### src/rtl/mips_cpu_bus_arbiter.sv
// ============================================================================
// mips_cpu_bus_arbiter: shares one memory bus master between fetch and data
// ports, holds transfers through waitrequest, and flags stalled transfers.
// Revision: 1.0
// ============================================================================
`default_nettype none

module mips_cpu_bus_arbiter #(
  parameter bit FETCH_PRIORITY = 1'b0,
  parameter int MAX_WAIT       = 255
) (
  input  logic        clk,
  input  logic        reset,
  input  logic        f_req,
  input  logic [31:0] f_addr,
  output logic        f_done,
  output logic [31:0] f_rdata,
  input  logic        d_req,
  input  logic        d_we,
  input  logic [31:0] d_addr,
  input  logic [31:0] d_wdata,
  input  logic [3:0]  d_be,
  output logic        d_done,
  output logic [31:0] d_rdata,
  output logic [31:0] address,
  output logic        write,
  output logic        read,
  input  logic        waitrequest,
  output logic [31:0] writedata,
  output logic [3:0]  byteenable,
  input  logic [31:0] readdata,
  output logic        busy,
  output logic        error
);

  // The wait counter holds stalls already seen, so the abort fires on the
  // edge where it equals MAX_WAIT-1 with waitrequest still high.
  localparam logic [15:0] WAIT_LAST = 16'(MAX_WAIT - 1);

  typedef enum logic [1:0] {
    IDLE   = 2'd0,
    ACCESS = 2'd1,
    DONE   = 2'd2
  } state_t;

  state_t      state;
  state_t      state_next;
  logic        owner_fetch;
  logic [15:0] wait_cnt;
  logic        pick_fetch;
  logic        stall_expired;

  always_comb begin
    pick_fetch    = f_req && (!d_req || FETCH_PRIORITY);
    stall_expired = waitrequest && (wait_cnt == WAIT_LAST);
    state_next    = state;
    case (state)
      IDLE:    if (f_req || d_req) state_next = ACCESS;
      ACCESS:  if (!waitrequest || stall_expired) state_next = DONE;
      default: state_next = IDLE;
    endcase
  end

  always_ff @(posedge clk or posedge reset) begin
    if (reset) state <= IDLE;
    else       state <= state_next;
  end

  assign busy = (state != IDLE);

  always_ff @(posedge clk or posedge reset) begin
    if (reset) begin
      address     <= 32'h0;
      writedata   <= 32'h0;
      byteenable  <= 4'h0;
      read        <= 1'b0;
      write       <= 1'b0;
      f_done      <= 1'b0;
      d_done      <= 1'b0;
      f_rdata     <= 32'h0;
      d_rdata     <= 32'h0;
      error       <= 1'b0;
      owner_fetch <= 1'b0;
      wait_cnt    <= 16'h0;
    end else begin
      f_done <= 1'b0;
      d_done <= 1'b0;
      case (state)
        IDLE: begin
          if (f_req || d_req) begin
            owner_fetch <= pick_fetch;
            wait_cnt    <= 16'h0;
            if (pick_fetch) begin
              address    <= f_addr;
              writedata  <= 32'h0;
              byteenable <= 4'hF;
              write      <= 1'b0;
              read       <= 1'b1;
            end else begin
              address    <= d_addr;
              writedata  <= d_wdata;
              byteenable <= d_be;
              write      <= d_we;
              read       <= !d_we;
            end
          end
        end
        ACCESS: begin
          if (!waitrequest) begin
            read  <= 1'b0;
            write <= 1'b0;
            if (owner_fetch) begin
              f_done  <= 1'b1;
              f_rdata <= readdata;
            end else begin
              d_done  <= 1'b1;
              d_rdata <= write ? 32'h0 : readdata;
            end
          end else if (stall_expired) begin
            // Hung memory: give the owner a zero result and latch the fault.
            error <= 1'b1;
            read  <= 1'b0;
            write <= 1'b0;
            if (owner_fetch) begin
              f_done  <= 1'b1;
              f_rdata <= 32'h0;
            end else begin
              d_done  <= 1'b1;
              d_rdata <= 32'h0;
            end
          end else begin
            wait_cnt <= wait_cnt + 16'h1;
          end
        end
        DONE:    wait_cnt <= 16'h0;
        default: wait_cnt <= 16'h0;
      endcase
    end
  end

endmodule

`default_nettype wire

### config.mk
export PLATFORM = sky130hd
export DESIGN_NAME = mips_cpu_bus_arbiter
export DESIGN_NICKNAME = d
export VERILOG_FILES = /design/src/rtl/mips_cpu_bus_arbiter.sv
export SDC_FILE = /design/constraint.sdc
export NUM_CORES = 1
export LEC_CHECK = 0
export ABC_AREA = 1
export CORE_ASPECT_RATIO = 0.9
export CORE_MARGIN = 1.5
export CORE_UTILIZATION = 46
export CTS_CLUSTER_DIAMETER = 200
export DETAILED_ROUTE_END_ITERATION = 10
export PLACE_DENSITY = 0.86
export SETUP_SLACK_MARGIN = 0.4
export SLEW_MARGIN = 30
export SYNTH_ARGS = -nofsm -noshare
export SYNTH_HDL_FRONTEND = slang
export SYNTH_SLANG_ARGS = --single-unit
export TNS_END_PERCENT = 1
### constraint.sdc
create_clock -name clk -period 9.7 [get_ports clk]
set_input_delay 1.94 -clock clk [delete_from_list [all_inputs] [get_ports clk]]
set_output_delay 1.94 -clock clk [all_outputs]
set_load 0.005 [all_outputs]
; After elaboration in Yosys (flattened, before gate mapping)
; Index checks and enable logic that the tools add are counted.
[totals]
ff_bits = 156
output_inout_bits = 138
elab_cells = 78
[classes]
add_sub_neg = 1
n_eq_ne = 11
muxes = 35
n_reduce_logical = 18
[ops]
columns = op, count
row1 = $mux 32, 11
row2 = $mux 16, 3
row3 = $pmux 16 s2, 1
row4 = $add 16x1->16 const B, 1
row5 = $eq 16x8->1 const B, 1
row6 = $mux 1, 14
row7 = $ne 2x2->1 const B, 7
row8 = $reduce_and 3->1, 3
row9 = $reduce_and 4->1, 2
row10 = $reduce_bool 2->1, 3
row11 = $mux 2, 2
row12 = $mux 4, 1
row13 = $pmux 1 s2, 2
row14 = $pmux 2 s2, 1
row15 = $reduce_and 2->1, 2
row16 = $logic_not 1->1, 3
row17 = $ne 3x3->1 const B, 1
row18 = $eq 2x1->1 const B, 1
row19 = $logic_and 1x1->1, 2
row20 = $logic_not 2->1, 1
row21 = $logic_or 1x1->1, 2
row22 = $ne 2x1->1 const B, 1

; Longest topological paths before layout
; Gate-level depths: netlist (run 1).
[logic_depth]
ltp_word = 5
ltp_mapped = 11
ltp_nobuf = 10

; Worst setup path after synthesis (run 1)
; OpenSTA, ideal clock, no wires.
[synth_path]
kind = input to register
start = input f_req
end = register address[0]
setup_time_ns = 0.126
arrival_ns = 2.664
required_time_ns = 9.574
path_slack_ns = 6.909
cell_stages = 6
n_path_buf = 1
path_cell_list = inv_1 -> nor2_1 -> inv_1 -> clkbuf_1 -> nor2_1 -> o21ai_0
[synth_between]
elab_chain_cells = 2
elab_cells_between_ends = 4
[synth_rtl]
columns = element, line
row1 = start: declaration, 14  ; input logic f_req,
row2 = $logic_and 1x1->1 / $logic_or 1x1->1 (equally long branches), "54, 90"
row3 = $mux 32 / $reduce_and 2->1 (equally long branches), -
row4 = end signal: assignment, 94  ; address <= f_addr;
row5 = end signal: assignment, 100  ; address <= d_addr;
row6 = end: declaration, 25  ; output logic [31:0] address,
; Several ways; a longest one is shown, not always the timed one.
; A chain may end at the register's enable or synchronous reset.

; Final worst setup path (run 1)
[layout_path]
start = input d_req
end = register address[30]
[layout_between]
elab_chain_cells = 3
elab_cells_between_ends = 5
[layout_rtl]
columns = element, line
row1 = start: declaration, 18  ; input logic d_req,
row2 = $logic_not 1->1, 54  ; pick_fetch = f_req && (!d_req || FETCH_PRIORITY);
row3 = $logic_and 1x1->1, 54
row4 = $mux 32, 93  ; if (pick_fetch) begin
; Several ways; a longest one is shown, not always the timed one.

==> qor_table.md, run 1 <==
| Group | Parameter | Reported |
|---|---|---|
| status | Status | finished, final reports clean |
| logic synthesis | Mean area per synthesized cell | 9.26 um2 |
| sta | Worst setup margin | 6.13 ns |
| min path | Number of stages on the worst hold path | 2 |
| route | Avg WL per Cell | 16.7 um |
| worst setup path | Data arrival at the endpoint of the critical path | 3.87 ns |
| sta | Final worst path period need | 3.57 ns |
| min path | Hold/Removal Path Class | flip-flop to flip-flop |
| route | Via density per instance | 5.22 |
| final layout | Synth-to-layout area growth | 48.3% |
| sta | Hold Vio Cnt, Final | 0 |
| sta | Max-slew violation total from the final report | 0 |
| worst setup path | Crit-path max FO | 33 |
| clocking | TritonCTS clock tree | yes |
| sta | Worst max-slew margin expressed relative to the limit | 39.0% |
| placement | Post-placement worst setup slack | 5.69 ns |
| clocking | Clk slew on worst S/H paths | 0.06 ns |
| logic synthesis | Count of warnings emitted by yosys | 0 |
| sta | Setup repair after global routing missed its margin | false |
| die | Initial core utilization | 47.1% |
| logic synthesis | Most repeated cell in the gate-level netlist after synthesis | sky130_fd_sc_hd__nand2_1 |
| clocking | Number of buffers inserted by hold repair at cts | 0 |
| run | # Max-Cap Violations | 0 |
| placement | Placer Congestion | 0.886 |
| logic synthesis | Total nets after synthesis | 891 |
| die | Core region area | 14800 um2 |
| final layout | Multi-input gate area in the final layout | 2690 um2 |
| logic synthesis | Netlist Area Pre-Place | 6960 um2 |
| worst setup path | CP Cell Sequence | clkdlybuf4s50_1 > nor2_4 > inv_2 > nor2_1 > o21ai_0 |
| global routing | Number of global-route vias before repair | 6177 |
| sta | Setup Viol. Count Final | 0 |
| route | Initial drt markers | 480 |
| sta | Slew @ Worst Pin | 0.915 ns |
| route | Iteration count of the initial detailed-routing pass | 5 |
| placement | HPWL Detailed | 13800 um |
| logic synthesis | Number of different library cells in the post-synthesis netlist | 28 |
| clocking | Cell at the root of the clock tree | sky130_fd_sc_hd__clkbuf_16 |
| logic synthesis | Share of flip-flops with an asynchronous set or reset after synthesis | 100% |
| power | Static leakage | 4.54 nW |
| final layout | Nets@finish | 1144 |
| placement | Placed Instances | 1183 |
| logic synthesis | Cells after synthesis | 751 |
| die | Number of ports placed on the die boundary | 276 |
| global routing | Number of antenna violations at the first check in global routing | 1 |
| final layout | Filler Cells Inserted | 1113 |
| worst setup path | Crit path max-delay cell type | sky130_fd_sc_hd__nor2_4 |
| die | Chip Width | 133 um |
| global routing | Met1 Resource Use GR | 29.7% |
| global routing | Pin count of the biggest net entering global routing | 83 |
| clocking | Worst-case clock buffer depth | 2 |
| power | Power per standard cell area | 276 nW/um2 |
| logic synthesis | Top_reg_cell synth | sky130_fd_sc_hd__dfrtp_1 |
| global routing | Global Route met3 Usage | 9.13% |
| die | Die area | 15900 um2 |
| worst setup path | Crit end category | flip-flop |
| power | Worst IR Drop VDD | 0.177 mV |
| clocking | Num CTS Buffers | 17 |
| logic synthesis | Register area share after synthesis | 56.1% |
| die | Number of cell rows | 42 |
| clocking | Number of H-tree levels | 4 |
| worst setup path | Critical Path RT | 9.99 ns |
| worst setup path | Setup CP Type | primary input to flip-flop |
| logic synthesis | Flip-flop and latch count after synthesis | 156 |
| route | Post-detailed-route DRC marker count | 0 |
| clocking | Clock insertion delay at the later pin of the skew report | 0.43 ns |
| route | Final wirelength | 20200 um |
| worst setup path | Slowest stage delay, CP | 0.57 ns |
| clocking | Total setup buffers inserted after CTS | 0 |
| sta | Total Neg Setup Slack | 0 ns |
| global routing | Global routing met2 resource utilization | 43.7% |
| final layout | Fraction of layout cells with a size suffix above 1 | 9.93% |
| logic synthesis | Largest cells by area after synthesis | sky130_fd_sc_hd__dfrtp_1, sky130_fd_sc_hd__nand2_1, sky130_fd_sc_hd__o21ai_2 |
| placement | Port Buf Inserts | 275 |
| clocking | CTS resizes | 0 |
| route | Total via count after detailed routing | 6342 |
| logic synthesis | Number of flops mapped to enable cells by yosys | 0 |
| global routing | Overall overflow remaining after global route | 0 |
| final layout | Register Area | 3900 um2 |
| sta | Final critical-path share of the clock period | 36.8% |
| worst setup path | Worst r2r path cells | 9 |
| logic synthesis | Cell type with the highest aggregate area in the netlist | sky130_fd_sc_hd__dfrtp_1 |
| route | Number of nets still failing antenna checks after routing | 0 |
| sta | Peak clock frequency supported by timing | 280 MHz |
| logic synthesis | Fraction of synthesized cell area taken by the top area cell type | 56.1% |
| global routing | Wire length of the first global-routing pass | 31900 um |
| logic synthesis | Most numerous cell types in the synthesized netlist | sky130_fd_sc_hd__nand2_1, sky130_fd_sc_hd__dfrtp_1, sky130_fd_sc_hd__nor2_1 |
| global routing | GRT Total Usage | 25.7% |
| final layout | Final std cells w/o fill | 1216 |
| worst setup path | Worst Setup Start Kind | primary input |
| die | Floorplan die height | 120 um |
| clocking | Number of sinks handled by clock tree synthesis | 156 |
| global routing | Busiest layer in global routing | met2 |
| final layout | Post-Route Utilization | 69.9% |
| sta | Final worst clock skew | 0.00896 ns |
[cell usage in the layout, fill, tap and decap left out, types with 8 or more instances in the layout]
master,n
sky130_fd_sc_hd__clkbuf_16,17
sky130_fd_sc_hd__o21ai_0,62
sky130_fd_sc_hd__clkdlybuf4s50_1,275
sky130_fd_sc_hd__nand2_1,217
sky130_fd_sc_hd__inv_1,19
sky130_fd_sc_hd__nand3_1,39
sky130_fd_sc_hd__nand4_1,8
sky130_fd_sc_hd__o21ai_2,46
sky130_fd_sc_hd__nor2_1,66
sky130_fd_sc_hd__dfrtp_1,156
sky130_fd_sc_hd__o21ai_1,22
sky130_fd_sc_hd__a22o_1,32
[metrics by stage]
step	power (mW)	hold slack (ns)	cell area (um2)
finish	2.85	0.480	10300
global route	3.01	0.498	10300
global placement	2.17	0.462	9730
floorplan	1.55	0.468	6960
CTS	2.87	0.483	10300
detailed placement	2.20	0.468	9740
[cells by family (layout without fill, tap and decap cells)]
| kind of cell | Yosys count | count (layout) | synth area share (%) |
|---|---|---|---|
| flops | 156 | 156 | 56.1 |
| other cells | 0 | 1 | 0 |
| fa+ha+maj | 2 | 2 | 0.360 |
| buf+inv | 71 | 337 | 5.41 |
| simple gates | 344 | 344 | 20.4 |
| xor+xnor | 5 | 5 | 0.629 |
| compound gates | 173 | 173 | 17.0 |
[power breakdown]
part	total [mW]	switching [mW]	leakage, nW	internal (mW)
clock network	0.645	0.280	0.272	0.365
registers	1.05	0.151	2.01	0.902
logic	1.15	0.515	2.25	0.637
[path summary, 6_finish.rpt]
path	start	end	slack, ns
max in group asynchronous	reset	address[8]$_DFFE_PP0P_	6.52
setup reg to reg	wait_cnt[0]$_DFFE_PP0P_	d_rdata[24]$_DFFE_PP0P_	7.42
hold / removal	d_rdata[8]$_DFFE_PP0P_	d_rdata[8]$_DFFE_PP0P_	0.48
setup / recovery	d_req	address[30]$_DFFE_PP0P_	6.13
hold reg to reg	d_rdata[8]$_DFFE_PP0P_	d_rdata[8]$_DFFE_PP0P_	0.48
min in group asynchronous	reset	writedata[23]$_DFFE_PP0P_	2.00
[layout make-up]
class	count	share of cell area [%]
flip-flops and latches	156	37.8
clock buffers	18	4.26
well taps	198	2.40
repair buffers	280	27.1
diodes	1	0.0243
multi-input cells	524	26.1
inverters	25	0.994
clock inverters	14	1.33
[per-layer routing]
metal  wire, um  vias to the layer above
met3       1690                       44
met2       9960                      264
li1           -                     2996
met5          0                        -
met4        608                        0
met1       7980                     3038
[state kept, by name (all words and copies together), names as in the netlist]
signal and count:
address 32, byteenable 4, d_done 1, d_rdata 32, error 1, f_done 1
f_rdata 32, owner_fetch 1, read 1, state 2, wait_cnt 16, write 1
writedata 32
[critical path, delay by kind of cell]
kind / cells / cell delay (ns)
AO/OA/AOI/OAI: 1 / 0.13
buffers and inverters: 2 / 0.98
AND/OR/NAND/NOR: 2 / 0.81
Note: power is estimated with default switching activity, not from simulation.
==> run 2: changes to the inputs <==
- CORE_UTILIZATION: 46 -> 44
- PLACE_DENSITY: 0.86 -> 0.83
- clock period: 9.7 -> 3.7 ns (I/O delays scaled with it)
==> run 2 against run 1 <==
  * Global-route usage down 0.26 points
  * Clock power rose to 2.7 times the previous value
  * Largest power group unchanged
  * Highest routed layer unchanged
  * Count of clock-buffer cells in the layout up 2
  * Setup slack worse by 4.8 ns
  * Routed wire length up 1.5%
  * Cell area up 0.76%
==> qor_table.md, run 2 (same netlist as run 1, synthesis figures left out) <==
| Group | Parameter | Reported |
|---|---|---|
| placement | Port Buf Inserts | 275 |
| sta | Hold Vio Cnt, Final | 0 |
| worst setup path | CP Cell Sequence | inv_1 > ha_1 > nand2_1 > nor2_2 > nand2_2 > nand2_4 > nand3_2 > buf_4 > nand2_1 > o21ai_2 |
| sta | Final critical-path share of the clock period | 63.2% |
| worst setup path | Largest delay share family, worst path | simple AND/OR/NAND/NOR gates |
| worst setup path | Critical Path RT | 3.99 ns |
| clocking | Clk slew on worst S/H paths | 0.06 ns |
| die | Number of cell rows | 43 |
| clocking | Cell at the root of the clock tree | sky130_fd_sc_hd__clkbuf_16 |
| worst setup path | Slowest stage delay, CP | 0.46 ns |
| worst setup path | Crit end category | flip-flop |
| sta | Peak clock frequency supported by timing | 428 MHz |
| global routing | Overall overflow remaining after global route | 0 |
| route | Via density per instance | 5.16 |
| worst setup path | Worst Setup Start Kind | flip-flop |
| sta | Hold slack final | 0.480 ns |
| min path | Number of stages on the worst hold path | 2 |
| clocking | Number of sinks handled by clock tree synthesis | 156 |
| power | Power per standard cell area | 725 nW/um2 |
| worst setup path | Buffering stage count on the worst path with inverters included | 2 |
| global routing | Number of antenna violations at the first check in global routing | 1 |
| clocking | Number of H-tree levels | 4 |
| clocking | Num CTS Buffers | 17 |
| sta | Worst max-slew margin expressed relative to the limit | 44.8% |
| clocking | Number of buffers inserted by hold repair at cts | 0 |
| route | Initial drt markers | 293 |
| die | Number of ports placed on the die boundary | 276 |
| worst setup path | Worst r2r path cells | 10 |
| clocking | Total setup buffers inserted after CTS | 0 |
| sta | Final worst clock skew | 0.0100 ns |
| run | # Max-Cap Violations | 0 |
| worst setup path | Crit-path max FO | 26 |
| worst setup path | CP Depth | 10 |
| min path | Hold/Removal Path Class | flip-flop to flip-flop |
| clocking | Worst-case clock buffer depth | 2 |
| sta | Slew @ Worst Pin | 0.829 ns |
| die | Floorplan die height | 122 um |
| final layout | Most frequent standard cell in the layout excluding fill and tap cells | sky130_fd_sc_hd__clkdlybuf4s50_1 |
| clocking | CTS resizes | 0 |
| worst setup path | Setup CP Type | flip-flop to flip-flop |
| sta | Final worst path period need | 2.34 ns |
| final layout | Leading cell types in the layout, fill and taps excluded | sky130_fd_sc_hd__clkdlybuf4s50_1, sky130_fd_sc_hd__nand2_1, sky130_fd_sc_hd__dfrtp_1 |
| status | Status | finished, final reports clean |
| die | Die area | 16600 um2 |
| route | Post-detailed-route DRC marker count | 0 |
| route | Avg WL per Cell | 16.8 um |
| route | Number of nets still failing antenna checks after routing | 0 |
| sta | Setup Viol. Count Final | 0 |
| placement | Placer Congestion | 0.879 |
| clocking | TritonCTS clock tree | yes |
| sta | Setup repair after global routing missed its margin | false |
| worst setup path | Setup slack of the worst register-to-register path | 1.36 ns |
| sta | Total Neg Setup Slack | 0 ns |
| worst setup path | Cell with the most instances on the worst path | sky130_fd_sc_hd__nand2_1 |
| power | Overall power consumption | 7.54 mW |
| placement | HPWL Detailed | 14600 um |
| final layout | Fraction of layout cells with a size suffix above 1 | 10.3% |
| sta | Max-slew violation total from the final report | 0 |
| worst setup path | Data arrival at the endpoint of the critical path | 2.63 ns |
| final layout | Nets@finish | 1151 |
| route | Iteration count of the initial detailed-routing pass | 4 |
| die | Chip Width | 136 um |
| route | Total via count after detailed routing | 6321 |
| global routing | GRT Total Usage | 25.5% |
| global routing | Pin count of the biggest net entering global routing | 83 |
| worst setup path | Crit path max-delay cell type | sky130_fd_sc_hd__nand3_2 |
| final layout | Synth-to-layout area growth | 49.4% |
| route | Final wirelength | 20500 um |
| clocking | Clock insertion delay at the later pin of the skew report | 0.42 ns |
| power | Worst IR Drop VDD | 0.508 mV |
| die | Initial core utilization | 45.1% |
| global routing | Wire length of the first global-routing pass | 32500 um |
| die | Core region area | 15400 um2 |
| global routing | Number of global-route vias before repair | 6201 |
| power | Static leakage | 4.58 nW |
run 2: changes by cell type in the layout (fill, tap and decap cells not counted), sizes merged:
cell and change:
clkbuf +2, clkinvlp -1, bufinv +2, inv -5, clkinv +1, buf +7
run 2: per-stage QoR:
step | util [%] | std cells | area [um2] | worst slack [ns]
final | 67.3 | 1226 | 10400 | 1.36
after global routing | 67.3 | 1226 | 10400 | 1.17
after CTS | 67.3 | 1225 | 10400 | 1.37
after detailed placement | 63.5 | 1194 | 9810 | 1.07
after global placement | 63.5 | 1194 | 9810 | 1.14
after floorplan | - | 751 | 6960 | 0.987
run 2: worst reg2reg max path, stage by stage (launching register included):
cell and delay [ns]:
sky130_fd_sc_hd__dfrtp_1 0.42, sky130_fd_sc_hd__inv_1 0.14, sky130_fd_sc_hd__ha_1 0.18, sky130_fd_sc_hd__nand2_1 0.06
sky130_fd_sc_hd__nor2_2 0.13, sky130_fd_sc_hd__nand2_2 0.09, sky130_fd_sc_hd__nand2_4 0.12, sky130_fd_sc_hd__nand3_2 0.46
sky130_fd_sc_hd__buf_4 0.44, sky130_fd_sc_hd__nand2_1 0.12, sky130_fd_sc_hd__o21ai_2 0.05
run 2: layer usage:
layer,share of wire (%),global-route usage [%],vias to the layer above
met2,48,41.1,259
met3,8.9,8.96,33
met4,2.3,10.3,0
li1,-,-,3011
met5,0,0,-
met1,40,31.3,3018
run 2: power by group:
part | total [mW] | switching (mW) | internal (mW)
combinational | 3.03 | 1.34 | 1.68
sequential | 2.77 | 0.406 | 2.37
clock | 1.74 | 0.682 | 1.06
run 2: final timing paths:
path                                    startpoint                         to
max                        wait_cnt[0]$_DFFE_PP0P_    f_rdata[10]$_DFFE_PP0P_
max reg2reg                wait_cnt[0]$_DFFE_PP0P_    f_rdata[10]$_DFFE_PP0P_
min                        d_rdata[30]$_DFFE_PP0P_    d_rdata[30]$_DFFE_PP0P_
min reg2reg                d_rdata[30]$_DFFE_PP0P_    d_rdata[30]$_DFFE_PP0P_
max in group asynchronous                    reset  writedata[28]$_DFFE_PP0P_
min in group asynchronous                    reset    f_rdata[13]$_DFFE_PP0P_
run 2: area by class of cell:
type / count / area, um2
Timing Repair Buffer: 287 / 2870
Antenna cell: 1 / 2.50
Tap cell: 202 / 253
Clock buffer: 20 / 437
Clock inverter: 11 / 146
Sequential cell: 156 / 3900
Multi-Input combinational cell: 524 / 2690
Inverter: 25 / 97.6
Fill cell: 1259 / 5040
==> run 3: changes to the inputs <==
- clock period: 3.7 -> 2.45 ns (I/O delays scaled with it)
==> run 3 against run 2 <==
  * Global-route usage fell by 0.78 points
  * Sequential cell count did not move
  * Cell area rose by 0.91%
  * First-iteration DRC count rose by 40%
  * Critical path type is now flip-flop to output port
  * Largest cell class unchanged
==> qor_table.md, run 3 (same netlist as run 1, synthesis figures left out) <==
| Group | Parameter | Reported |
|---|---|---|
| global routing | Overall overflow remaining after global route | 0 |
| global routing | Number of global-route vias before repair | 6138 |
| sta | Slew @ Worst Pin | 0.621 ns |
| global routing | Number of antenna violations at the first check in global routing | 0 |
| worst setup path | Crit-path max FO | 4 |
| final layout | Nets@finish | 1153 |
| placement | Port Buf Inserts | 275 |
| worst setup path | Worst Setup Start Kind | flip-flop |
| final layout | Most frequent standard cell in the layout excluding fill and tap cells | sky130_fd_sc_hd__clkdlybuf4s50_1 |
| placement | HPWL Detailed | 14500 um |
| sta | Hold slack final | 0.473 ns |
| final layout | Synth-to-layout area growth | 50.8% |
| worst setup path | Crit end category | output port |
| clocking | Number of sinks handled by clock tree synthesis | 156 |
| placement | Placer Congestion | 0.906 |
| final layout | Leading cell types in the layout, fill and taps excluded | sky130_fd_sc_hd__clkdlybuf4s50_1, sky130_fd_sc_hd__nand2_1, sky130_fd_sc_hd__dfrtp_1 |
| sta | Hold Vio Cnt, Final | 0 |
| clocking | Clk slew on worst S/H paths | 0.06 ns |
| sta | Final critical-path share of the clock period | 80.6% |
| clocking | Cell at the root of the clock tree | sky130_fd_sc_hd__clkbuf_16 |
| route | Avg WL per Cell | 16.5 um |
| worst setup path | Data arrival at the endpoint of the critical path | 1.49 ns |
| die | Initial core utilization | 45.1% |
| die | Number of ports placed on the die boundary | 276 |
| worst setup path | Setup slack of the worst register-to-register path | 0.58 ns |
| run | # Max-Cap Violations | 0 |
| clocking | Number of buffers inserted by hold repair at cts | 0 |
| global routing | Wire length of the first global-routing pass | 31700 um |
| route | Final wirelength | 20300 um |
| worst setup path | Critical Path RT | 1.96 ns |
| worst setup path | Reg2Reg Launch Point | wait_cnt[0]$_DFFE_PP0P_ |
| clocking | TritonCTS clock tree | yes |
| sta | Max-slew violation total from the final report | 0 |
| die | Core region area | 15400 um2 |
| route | Number of nets still failing antenna checks after routing | 0 |
| clocking | Worst-case clock buffer depth | 2 |
| clocking | Num CTS Buffers | 17 |
| status | Status | finished, final reports clean |
| power | Worst IR Drop VDD | 0.658 mV |
| worst setup path | Setup CP Type | flip-flop to output port |
| final layout | Post-Route Utilization | 68.0% |
| global routing | Pin count of the biggest net entering global routing | 116 |
| clocking | Number of H-tree levels | 4 |
| worst setup path | Worst r2r path cells | 10 |
| sta | Setup Viol. Count Final | 0 |
| sta | Setup repair after global routing missed its margin | false |
| worst setup path | CP endpoint | busy |
| die | Die area | 16600 um2 |
| final layout | Fraction of layout cells with a size suffix above 1 | 10.6% |
| power | Power per standard cell area | 1090 nW/um2 |
| sta | Worst max-slew margin expressed relative to the limit | 58.6% |
| route | Post-detailed-route DRC marker count | 0 |
| worst setup path | Worst setup path start | state[1]$_DFFE_PP0P_ |
| worst setup path | R2R Path End | f_rdata[1]$_DFFE_PP0P_ |
| final layout | N_diodes | 0 |
| die | Number of cell rows | 43 |
| route | Via density per instance | 5.17 |
| power | Overall power consumption | 11.5 mW |
| clocking | Clock insertion delay at the later pin of the skew report | 0.42 ns |
| die | Floorplan die height | 122 um |
| sta | Final worst path period need | 1.98 ns |
| sta | Final worst clock skew | 0.00600 ns |
| min path | Hold/Removal Path Class | flip-flop to flip-flop |
| sta | Peak clock frequency supported by timing | 506 MHz |
| route | Total via count after detailed routing | 6343 |
| die | Chip Width | 136 um |
| power | Static leakage | 4.62 nW |
| global routing | GRT Total Usage | 24.7% |
| route | Iteration count of the initial detailed-routing pass | 5 |
| route | Initial drt markers | 409 |
[run 3: cell types whose count changed in the layout (fill, tap and decap cells not counted), sizes merged]
| cell | change |
|---|---|
| inv | +1 |
| buf | +2 |
| clkinvlp | +1 |
| diode | -1 |
| bufinv | -1 |
[run 3: metal layers]
metal	track usage, %	routed length [um]	share of wire, %
met1	30.1	7930	39
met2	40.6	9880	49
met3	9.42	2020	10
met4	7.73	444	2.2
met5	0	0	0
[run 3: timing repair]
| item | CTS | global route |
|---|---|---|
| cloned | 0 | 0 |
| setup endpoints to repair | 23 | 1 |
| buffers inserted | 0 | 0 |
| resized for setup | 1 | 1 |
[run 3: how the worst min path moves through the flow]
stage                            startpoint                 endpoint  slack, ns  depth (start not counted)
finish                    error$_DFFE_PP0P_        error$_DFFE_PP0P_       0.47                          1
global route        f_rdata[25]$_DFFE_PP0P_  f_rdata[25]$_DFFE_PP0P_       0.50                          2
CTS                       error$_DFFE_PP0P_        error$_DFFE_PP0P_       0.48                          1
detailed placement        error$_DFFE_PP0P_        error$_DFFE_PP0P_       0.46                          1
global placement          error$_DFFE_PP0P_        error$_DFFE_PP0P_       0.46                          1
floorplan                 error$_DFFE_PP0P_        error$_DFFE_PP0P_       0.47                          1
[run 3: where the power goes]
part | internal [mW] | switching (mW) | leakage (nW)
clock | 1.56 | 1.09 | 0.283
sequential | 3.57 | 0.607 | 2.01
combinational | 2.61 | 2.03 | 2.33
[run 3: per-stage QoR]
step | setup TNS, ns | instance area [um2] | setup slack (ns) | cells
finish | 0 | 10500 | 0.474 | 1228
global route | 0 | 10500 | 0.417 | 1228
CTS | 0 | 10500 | 0.455 | 1228
detailed placement | 0 | 9890 | 0.260 | 1196
global placement | 0 | 9890 | 0.371 | 1196
floorplan | -2.01 | 6960 | -0.0129 | 751
[run 3: critical path, cell delays in order (launching register included)]
cell                              delay [ns]
sky130_fd_sc_hd__dfrtp_1                0.40
sky130_fd_sc_hd__nor2_2                 0.05
sky130_fd_sc_hd__inv_2                  0.09
sky130_fd_sc_hd__clkdlybuf4s50_1        0.53
[run 3: cell type report]
cell class,count,area [um2]
fill,1208,4950
sequential,156,3900
inverter,25,97.6
clock inverter,12,140
clock buffer,20,457
timing repair buffer,289,2950
multi-input combinational,524,2700
tap,202,253
